$ cat config.mk
export PLATFORM = sky130hd
export DESIGN_NAME = mem_port_arbiter_flat
export DESIGN_NICKNAME = d
export VERILOG_FILES = /design/src/rtl/mem_port_arbiter_if.sv /design/src/rtl/mem_port_arbiter.sv /design/src/flat_wrapper.sv
export SDC_FILE = /design/constraint.sdc
export NUM_CORES = 1
export LEC_CHECK = 0
export BUFFER_PORTS_ARGS = -buffer_cell sky130_fd_sc_hd__buf_2
export CAP_MARGIN = 20
export CELL_PAD_IN_SITES_DETAIL_PLACEMENT = 0
export CELL_PAD_IN_SITES_GLOBAL_PLACEMENT = 1
export CORE_UTILIZATION = 31
export DETAILED_ROUTE_END_ITERATION = 12
export MAX_ROUTING_LAYER = met4
export PLACE_DENSITY_LB_ADDON = 0.1
export SYNTH_ARGS = -nofsm -noshare
export SYNTH_HDL_FRONTEND = slang
export SYNTH_SLANG_ARGS = --single-unit
$ cat constraint.sdc
create_clock -name clk -period 2.01 [get_ports clk]
set_input_delay 0 -clock clk [delete_from_list [all_inputs] [get_ports clk]]
set_output_delay 0 -clock clk [all_outputs]
set_load 0.01 [all_outputs]
$ cat src/rtl/mem_port_arbiter_if.sv
`default_nettype none
// +--------------------------------------------------------------------------+
// | mem_port_arbiter_if : CTRL/HOST request ports and Memory-side bus         |
// | Revision: 1.0                                                            |
// +--------------------------------------------------------------------------+
interface mem_port_arbiter_if #(
  parameter int WIDTH  = 16,
  parameter int ADDR_W = 12
);
  logic              ctrl_req;
  logic              ctrl_we;
  logic [ADDR_W-1:0] ctrl_addr;
  logic [WIDTH-1:0]  ctrl_wdata;
  logic              ctrl_gnt;
  logic              ctrl_rvalid;
  logic [WIDTH-1:0]  ctrl_rdata;

  logic              host_req;
  logic              host_we;
  logic [ADDR_W-1:0] host_addr;
  logic [WIDTH-1:0]  host_wdata;
  logic              host_gnt;
  logic              host_rvalid;
  logic [WIDTH-1:0]  host_rdata;
  logic              host_lock;

  logic [ADDR_W-1:0] mem_addr;
  logic              mem_wren;
  logic [WIDTH-1:0]  mem_data;
  logic [WIDTH-1:0]  mem_q;
  logic [1:0]        owner;

  // Requesters and the Memory model sit on the master side.
  modport master (
    output ctrl_req, ctrl_we, ctrl_addr, ctrl_wdata,
    output host_req, host_we, host_addr, host_wdata, host_lock,
    output mem_q,
    input  ctrl_gnt, ctrl_rvalid, ctrl_rdata,
    input  host_gnt, host_rvalid, host_rdata,
    input  mem_addr, mem_wren, mem_data, owner
  );

  modport slave (
    input  ctrl_req, ctrl_we, ctrl_addr, ctrl_wdata,
    input  host_req, host_we, host_addr, host_wdata, host_lock,
    input  mem_q,
    output ctrl_gnt, ctrl_rvalid, ctrl_rdata,
    output host_gnt, host_rvalid, host_rdata,
    output mem_addr, mem_wren, mem_data, owner
  );
endinterface
`default_nettype wire

$ cat src/rtl/mem_port_arbiter.sv
`default_nettype none
// +--------------------------------------------------------------------------+
// | mem_port_arbiter : registered req/gnt arbiter sharing the data Memory    |
// | between CTRL and HOST with burst fairness, host lock and read return.    |
// | Revision: 1.0                                                            |
// +--------------------------------------------------------------------------+
module mem_port_arbiter #(
  parameter int WIDTH     = 16,
  parameter int ADDR_W    = 12,
  parameter int BURST_MAX = 16
) (
  input wire clk,
  input wire rst,
  mem_port_arbiter_if.slave bus
);
  localparam int               CNT_W    = (BURST_MAX > 1) ? $clog2(BURST_MAX) : 1;
  localparam logic [CNT_W-1:0] CNT_LAST = CNT_W'(BURST_MAX - 1);

  typedef enum logic [1:0] {
    IDLE     = 2'b00,
    CTRL_OWN = 2'b01,
    HOST_OWN = 2'b10
  } state_t;

  state_t            state;
  state_t            state_next;
  logic [CNT_W-1:0]  beat_cnt;
  logic              last_host;
  logic              ctrl_beat;
  logic              host_beat;
  logic              beat;
  logic              at_limit;
  logic [ADDR_W-1:0] addr_hold;
  logic [WIDTH-1:0]  data_hold;
  logic              ctrl_rvalid_q;
  logic              host_rvalid_q;

  assign bus.ctrl_gnt    = (state == CTRL_OWN);
  assign bus.host_gnt    = (state == HOST_OWN);
  assign bus.owner       = state;
  assign ctrl_beat       = bus.ctrl_req && bus.ctrl_gnt;
  assign host_beat       = bus.host_req && bus.host_gnt;
  assign beat            = ctrl_beat || host_beat;
  assign at_limit        = beat && (beat_cnt == CNT_LAST);
  assign bus.mem_wren    = (ctrl_beat && bus.ctrl_we) || (host_beat && bus.host_we);
  assign bus.ctrl_rvalid = ctrl_rvalid_q;
  assign bus.host_rvalid = host_rvalid_q;
  assign bus.ctrl_rdata  = bus.mem_q;
  assign bus.host_rdata  = bus.mem_q;

  // With no owner the Memory keeps seeing the last driven address/data.
  always_comb begin
    bus.mem_addr = addr_hold;
    bus.mem_data = data_hold;
    if (bus.ctrl_gnt) begin
      bus.mem_addr = bus.ctrl_addr;
      bus.mem_data = bus.ctrl_wdata;
    end else if (bus.host_gnt) begin
      bus.mem_addr = bus.host_addr;
      bus.mem_data = bus.host_wdata;
    end
  end

  always_comb begin
    state_next = state;
    if (bus.host_lock) begin
      state_next = HOST_OWN;
    end else begin
      case (state)
        IDLE: begin
          // On a tie the side that did not own last wins.
          if (bus.host_req && (!bus.ctrl_req || !last_host)) state_next = HOST_OWN;
          else if (bus.ctrl_req)                             state_next = CTRL_OWN;
        end
        CTRL_OWN: begin
          if (!bus.ctrl_req)                   state_next = bus.host_req ? HOST_OWN : IDLE;
          else if (at_limit && bus.host_req)   state_next = HOST_OWN;
        end
        HOST_OWN: begin
          if (!bus.host_req)                   state_next = bus.ctrl_req ? CTRL_OWN : IDLE;
          else if (at_limit && bus.ctrl_req)   state_next = CTRL_OWN;
        end
        default: state_next = IDLE;
      endcase
    end
  end

  always_ff @(posedge clk or posedge rst) begin
    if (rst) state <= IDLE;
    else     state <= state_next;
  end

  always_ff @(posedge clk or posedge rst) begin
    if (rst) begin
      beat_cnt      <= '0;
      last_host     <= 1'b1;
      addr_hold     <= '0;
      data_hold     <= '0;
      ctrl_rvalid_q <= 1'b0;
      host_rvalid_q <= 1'b0;
    end else begin
      // Saturating at the limit keeps a locked HOST from wrapping the count.
      if (state_next != state)                 beat_cnt <= '0;
      else if (beat && beat_cnt != CNT_LAST)   beat_cnt <= beat_cnt + 1'b1;
      if (state_next != state && state_next != IDLE) last_host <= (state_next == HOST_OWN);
      addr_hold     <= bus.mem_addr;
      data_hold     <= bus.mem_data;
      ctrl_rvalid_q <= ctrl_beat && !bus.ctrl_we;
      host_rvalid_q <= host_beat && !bus.host_we;
    end
  end
endmodule
`default_nettype wire

$ cat src/flat_wrapper.sv
// flat-port wrapper written by rule: the top's interface ports become plain ports
module mem_port_arbiter_flat 
#(
  parameter int WIDTH     = 16,
  parameter int ADDR_W    = 12,
  parameter int BURST_MAX = 16
)
  (clk, rst, bus_ctrl_req, bus_ctrl_we, bus_ctrl_addr, bus_ctrl_wdata, bus_host_req, bus_host_we, bus_host_addr, bus_host_wdata, bus_host_lock, bus_mem_q, bus_ctrl_gnt, bus_ctrl_rvalid, bus_ctrl_rdata, bus_host_gnt, bus_host_rvalid, bus_host_rdata, bus_mem_addr, bus_mem_wren, bus_mem_data, bus_owner);
  mem_port_arbiter_if #(.WIDTH(WIDTH), .ADDR_W(ADDR_W)) bus_i ();
  input wire clk;
  input wire rst;
  input wire logic [$bits(bus_i.ctrl_req)-1:0] bus_ctrl_req;
  input wire logic [$bits(bus_i.ctrl_we)-1:0] bus_ctrl_we;
  input wire logic [$bits(bus_i.ctrl_addr)-1:0] bus_ctrl_addr;
  input wire logic [$bits(bus_i.ctrl_wdata)-1:0] bus_ctrl_wdata;
  input wire logic [$bits(bus_i.host_req)-1:0] bus_host_req;
  input wire logic [$bits(bus_i.host_we)-1:0] bus_host_we;
  input wire logic [$bits(bus_i.host_addr)-1:0] bus_host_addr;
  input wire logic [$bits(bus_i.host_wdata)-1:0] bus_host_wdata;
  input wire logic [$bits(bus_i.host_lock)-1:0] bus_host_lock;
  input wire logic [$bits(bus_i.mem_q)-1:0] bus_mem_q;
  output wire logic [$bits(bus_i.ctrl_gnt)-1:0] bus_ctrl_gnt;
  output wire logic [$bits(bus_i.ctrl_rvalid)-1:0] bus_ctrl_rvalid;
  output wire logic [$bits(bus_i.ctrl_rdata)-1:0] bus_ctrl_rdata;
  output wire logic [$bits(bus_i.host_gnt)-1:0] bus_host_gnt;
  output wire logic [$bits(bus_i.host_rvalid)-1:0] bus_host_rvalid;
  output wire logic [$bits(bus_i.host_rdata)-1:0] bus_host_rdata;
  output wire logic [$bits(bus_i.mem_addr)-1:0] bus_mem_addr;
  output wire logic [$bits(bus_i.mem_wren)-1:0] bus_mem_wren;
  output wire logic [$bits(bus_i.mem_data)-1:0] bus_mem_data;
  output wire logic [$bits(bus_i.owner)-1:0] bus_owner;
  assign bus_i.ctrl_req = bus_ctrl_req;
  assign bus_i.ctrl_we = bus_ctrl_we;
  assign bus_i.ctrl_addr = bus_ctrl_addr;
  assign bus_i.ctrl_wdata = bus_ctrl_wdata;
  assign bus_i.host_req = bus_host_req;
  assign bus_i.host_we = bus_host_we;
  assign bus_i.host_addr = bus_host_addr;
  assign bus_i.host_wdata = bus_host_wdata;
  assign bus_i.host_lock = bus_host_lock;
  assign bus_i.mem_q = bus_mem_q;
  assign bus_ctrl_gnt = bus_i.ctrl_gnt;
  assign bus_ctrl_rvalid = bus_i.ctrl_rvalid;
  assign bus_ctrl_rdata = bus_i.ctrl_rdata;
  assign bus_host_gnt = bus_i.host_gnt;
  assign bus_host_rvalid = bus_i.host_rvalid;
  assign bus_host_rdata = bus_i.host_rdata;
  assign bus_mem_addr = bus_i.mem_addr;
  assign bus_mem_wren = bus_i.mem_wren;
  assign bus_mem_data = bus_i.mem_data;
  assign bus_owner = bus_i.owner;
  mem_port_arbiter #(.WIDTH(WIDTH), .ADDR_W(ADDR_W), .BURST_MAX(BURST_MAX)) u_core (.clk(clk), .rst(rst), .bus(bus_i));
endmodule
Word level (Yosys, flattened, before mapping)
Index checks and enable logic that the tools add are counted.

Flip-flop bits (word level): 37. Bits of input ports: 79. Output and inout port bits: 67. Word-level logic and storage cells: 52.

Add/subtract/negate cells: 1. Equality and inequality tests: 6. Muxes and demuxes: 16. Reductions and logical operators: 22.

Operator list (number): 16-bit 2-to-1 mux (2); 12-bit 2-to-1 mux (2); 2-bit 2-to-1 mux (8); 1-bit logical AND (12); 4-bit 2-to-1 mux (2); 2-bit one-hot mux with 3 select lines (1); 4-bit by 1-bit adder with 4-bit output, second input constant (1); 2-bit equality test, second input constant (2); 4-bit equality test, second input constant (1); 1-bit logical NOT (4); 4-bit inequality test, second input constant (1); 2-bit nonzero test (2); 1-bit logical OR (3); 2-bit by 1-bit equality test with 1-bit output, second input constant (1); 2-bit logical NOT (1); 2-bit inequality test (1); 1-bit 2-to-1 mux (1).

Longest topological paths before layout
Word-level depth: 11. Gate-level depth with buffers: 6. Gate-level depth less buffers: 5.

Worst setup path before layout
No wires, ideal clock.

Path kind: register -> register. Start: register u_core.beat_cnt[0]. End: register u_core.beat_cnt[0]. Library setup time: 0.086 ns. Data arrival time: 1.635 ns. Required time: 1.924 ns. Path slack: 0.289 ns. Cell stages (with the launch flop): 7. Buffers on the path: 1. Period minus slack after synthesis: 1.721 ns. Cell sequence: dfrtp_1 -> ha_1 -> and3_1 -> buf_4 -> a2111oi_0 -> o21bai_1 -> nor3_1.

Word-level cells in the longest chain between the ends: 9. Elaborated cells on any way between the ends: 17. Those cells by class: 1 x add/sub; 3 x eq/ne; 8 x mux; 5 x reduce/logical.

Ends and longest elaborated chain: start, declared (line mem_port_arbiter.sv:27) `logic [CNT_W-1:0] beat_cnt;`; start signal, assigned (line mem_port_arbiter.sv:104) `else if (beat && beat_cnt != CNT_LAST) beat_cnt <= beat_cnt + 1'b1;`; 4-bit equality test (line mem_port_arbiter.sv:44) `assign at_limit = beat && (beat_cnt == CNT_LAST);`; 1-bit logical AND (line mem_port_arbiter.sv:44); 1-bit logical AND, on equally long branches (line mem_port_arbiter.sv:81, mem_port_arbiter.sv:77); 2-bit 2-to-1 mux, on equally long branches (line mem_port_arbiter.sv:81, mem_port_arbiter.sv:77); 2-bit 2-to-1 mux, on equally long branches (line mem_port_arbiter.sv:80, mem_port_arbiter.sv:76); 2-bit one-hot mux with 3 select lines (line mem_port_arbiter.sv:69) `case (state)`; 2-bit 2-to-1 mux (line mem_port_arbiter.sv:66) `if (bus.host_lock) begin`; 2-bit inequality test (line mem_port_arbiter.sv:103) `if (state_next != state) beat_cnt <= '0;`; 4-bit 2-to-1 mux or 2-bit nonzero test (tied branches).

Parallel ways exist; a longest one is shown, timed or not. The select of a mux whose other input is x is not followed. A chain may end at the register's enable or synchronous reset.

Worst setup path in the final report
Start: register u_core.beat_cnt[0]. End: register u_core.last_host.

Word-level cells in the longest chain between the ends: 9. Elaborated cells on any way between the ends: 14. Those cells by class: 3 x eq/ne; 6 x mux; 5 x reduce/logical.

Ends and longest elaborated chain: 4-bit equality test * (line mem_port_arbiter.sv:44); 1-bit logical AND * (line mem_port_arbiter.sv:44); 1-bit logical AND, on equally long branches (line mem_port_arbiter.sv:81, mem_port_arbiter.sv:77); 2-bit 2-to-1 mux, on equally long branches (line mem_port_arbiter.sv:81, mem_port_arbiter.sv:77); 2-bit 2-to-1 mux, on equally long branches (line mem_port_arbiter.sv:80, mem_port_arbiter.sv:76); 2-bit one-hot mux with 3 select lines * (line mem_port_arbiter.sv:69); 2-bit 2-to-1 mux * (line mem_port_arbiter.sv:66); named net u_core.state_next[1] (line mem_port_arbiter.sv:26) `state_t state_next;`; 2-bit inequality test or 2-bit nonzero test (tied branches) (line mem_port_arbiter.sv:105) `if (state_next != state && state_next != IDLE) last_host <= (state_next == HOST_OWN);`; 1-bit logical AND (line mem_port_arbiter.sv:105); end signal, assigned (line mem_port_arbiter.sv:105); end, declared (line mem_port_arbiter.sv:28) `logic last_host;`.

The timed path passes the listed nets; every way through them passes the cells marked *.

==> reports/summary.txt <==
status - completed
Min-Delay Path Class - input pin to output pin
origin of the critical flop-to-flop path - u_core.beat_cnt[0]$_DFFE_PP0P_
number of flip-flops and latches in the synthesized netlist - 37
total placed instance area - 2743 um2
number of nets in the layout - 396
iteration-0 DRC count of the detailed router - 68
post-DR vias/cell - 4.714
type of origin of the critical path - flop
I/O pin count - 146
# DRC - 0
endpoint with the worst hold slack - bus_host_rdata[1]
maximum fanout along the worst path - 7
CTS clock-pin slew for the worst setup and hold paths - 80 ps
part of the cycle the worst path needs - 89.87%
Slew Limit Headroom - 66.58%
diodes inserted - 0
data arrival time of the critical path - 2030 ps
All-Layer GR Usage - 13.90%
total wire length - 5.469 mm
CTS Sinks - 37
post-synthesis cell type count - 35
endpoint of the most critical register-to-register path - u_core.last_host$_DFFE_PP1P_
Layout area overhead - 19.26%
placer congestion estimate - 0.7600
deepest clock path buffer count - 2
first-pass iteration count of the detailed router - 4
post-detailed-placement half-perimeter wirelength - 3.955 mm
worst hold-check slack - 0.005717 ps
Bufs and invs on worst path - 0
Fillers - 776
Fmax achieved - 553.6 MHz
number of endpoints with negative hold slack in the final report - 0
die outline area - 8110 um2
width of the die - 90.06 um
share of flip-flops with an asynchronous set or reset - 100.0%
register area share after synthesis - 38.57%
Clock Latency Late Sink - 290 ps
worst clock skew on the final layout - 4.750 ps
largest delay contributor family on the critical path - simple AND/OR/NAND/NOR gates
commonest cells in the synthesized netlist - sky130_fd_sc_hd__dfrtp_1 (36), sky130_fd_sc_hd__a21oi_1 (34), sky130_fd_sc_hd__buf_4 (34)
Clock H-tree levels - 2
die boundary height - 90.06 um
Setup Total Neg Slack - 0 ps
type of the worst setup path - flop to flop
register area - 932.1 um2
std cell rows - 31
setup slack, reg-to-reg - 200 ps
clock root cell - sky130_fd_sc_hd__clkbuf_8
dominant cell type by area after synthesis - sky130_fd_sc_hd__dfrtp_1
Pwr per Cell Area - 736.9 nW/um2
Num CTS Buffers - 5
Layout Cell Area excl Fill - 2867 um2
# setup viols final - 0
Detail Route Antenna Nets - 0
source of the worst hold timing path - bus_mem_q[1]
Std-Cell Core Area - 7370 um2
Mapped Nets - 333
total congestion overflow - 0
via count of the first global-routing pass - 1829
post-CTS repair timing setup buffer count - 0
synthesis warning total - 0
total number of vias - 1961
fraction of final layout cells sized beyond drive strength 1 - 36.59%
most common flop cell mapped by yosys - sky130_fd_sc_hd__dfrtp_1
leading post-synthesis cells by cell area - sky130_fd_sc_hd__dfrtp_1 (37%), sky130_fd_sc_hd__mux2i_1 (12%), sky130_fd_sc_hd__buf_4 (11%), sky130_fd_sc_hd__a211oi_1 (9.4%), sky130_fd_sc_hd__nor2b_1 (7.8%)
Slew @ Worst Pin - 488.7 ps
total leakage power - 1.375 nW
setup repair after global routing missed its margin - no
worst vdd rail ir drop - 0.3007 mV
area share of the largest cell type after synthesis - 37.48%
initial core utilization - 32.61%
area of the multi-input gates - 1135 um2
number of antenna violations at the first check in global routing - 0
DR WL/cell - 13.15 um
number of pins with negative max-slew slack in the final report - 0
number of enable flip-flop cells after synthesis - 0
slowest library cell on the worst path - sky130_fd_sc_hd__or4_1
maximum capacitance violations - 0
clock period minus final worst setup slack - 1806 ps
Post-Syn Instances - 253
largest stage delay on the critical path - 530 ps
synthesized area per cell - 9.500 um2
wire length of the first global-routing pass - 8.907 mm
critical-path cell list - ha_1 > and3_1 > a21oi_2 > or4_1 > o22a_1
kind of end point of the critical path - flop
CTS tree - built
depth of the worst register-to-register path - 5
largest net degree at the start of global routing - 41
IO buf count - 97
Mapped Area - 2404 um2
hold depth - 0
Critical Path RT - 2230 ps
most numerous cell in the Yosys netlist - sky130_fd_sc_hd__dfrtp_1
timing repair:
action                     4_1_cts  5_1_grt
hold endpoints to repair        39        0
setup endpoints to repair        0        2
gates resized for setup          0        1
hold buffers                     4        0
report_power, final:
group	leakage (nW)	switching, mW	internal (mW)
combinational	0.886	0.350	0.319
clock	0.0450	0.275	0.241
sequential	0.443	0.0654	0.862
cell type report:
type,instances,share of cell area (%)
Clock inverter,2,0.3492
Tap cell,99,4.321
Sequential cell,37,32.52
Inverter,4,0.5238
Clock buffer,6,2.532
Multi-Input combinational cell,160,39.59
Timing Repair Buffer,108,20.17
kinds of logic after synthesis:
| group | synth area share (%) |
|---|---|
| compound gates | 19.89 |
| xor+xnor | 1.093 |
| fa+ha+maj | 0.5205 |
| buf+inv | 14.26 |
| flops | 38.57 |
| mux | 12.55 |
| simple gates | 13.12 |
flip-flops by register name, indices dropped and copies added, names as in the netlist:
name	flops
u_core.addr_hold	12
u_core.beat_cnt	4
u_core.bus.ctrl_rvalid	1
u_core.bus.host_rvalid	1
u_core.bus.owner	2
u_core.data_hold	16
u_core.last_host	1
worst max-delay path by stage:
stage,from,endpoint,slack (ps),cells past startpoint
after CTS,u_core.beat_cnt[0]$_DFFE_PP0P_,u_core.beat_cnt[3]$_DFFE_PP0P_,190,5
after global placement,u_core.beat_cnt[0]$_DFFE_PP0P_,u_core.beat_cnt[2]$_DFFE_PP0P_,230,5
after detailed placement,u_core.beat_cnt[0]$_DFFE_PP0P_,u_core.beat_cnt[3]$_DFFE_PP0P_,200,5
after floorplan,u_core.beat_cnt[0]$_DFFE_PP0P_,u_core.beat_cnt[0]$_DFFE_PP0P_,290,6
final,u_core.beat_cnt[0]$_DFFE_PP0P_,u_core.last_host$_DFFE_PP1P_,200,5
after global routing,u_core.beat_cnt[0]$_DFFE_PP0P_,u_core.beat_cnt[3]$_DFFE_PP0P_,9,5
layer usage:
layer / vias up / global-route usage [%] / part of all wire (%) / routed length (um)
met1: 873 / 18.30 / 49 / 2705
li1: 1006 / - / - / -
met2: 67 / 19.72 / 41 / 2251
met3: 15 / 4.569 / 7.3 / 401
met5: - / - / 0 / 0
met4: 0 / 5.242 / 2.0 / 112
metrics by stage:
| step | std cells | util, % | power (mW) | worst slack (ps) |
|---|---|---|---|---|
| 6_report | 416 | 38.90 | 2.112 | 203.7 |
| 3_5_place_dp | 404 | 37.22 | 1.614 | 201.7 |
| 2_1_floorplan | 253 | - | 1.442 | 288.9 |
| 4_1_cts | 416 | 38.88 | 2.153 | 185.9 |
| 5_1_grt | 416 | 38.90 | 2.271 | 8.654 |
| 3_3_place_gp | 404 | 37.22 | 1.614 | 231.3 |
layout by cell type (no fill, tap or decap), types with 2 or more instances in the layout:
| master | instances |
|---|---|
| sky130_fd_sc_hd__buf_2 | 97 |
| sky130_fd_sc_hd__a21oi_1 | 34 |
| sky130_fd_sc_hd__dfrtp_1 | 34 |
| sky130_fd_sc_hd__nor2b_1 | 30 |
| sky130_fd_sc_hd__a211oi_1 | 30 |
| sky130_fd_sc_hd__mux2i_1 | 29 |
| sky130_fd_sc_hd__buf_4 | 7 |
| sky130_fd_sc_hd__nor3_1 | 6 |
| sky130_fd_sc_hd__clkbuf_8 | 5 |
| sky130_fd_sc_hd__dlygate4sd3_1 | 4 |
| sky130_fd_sc_hd__inv_1 | 3 |
| sky130_fd_sc_hd__nand3_1 | 3 |
| sky130_fd_sc_hd__xnor2_1 | 3 |
| sky130_fd_sc_hd__o21ai_1 | 2 |
| sky130_fd_sc_hd__nand3b_1 | 2 |
| sky130_fd_sc_hd__a2111oi_0 | 2 |
| sky130_fd_sc_hd__nand2b_1 | 2 |
| sky130_fd_sc_hd__clkinv_2 | 2 |
Note: power is estimated with default switching activity, not from simulation.
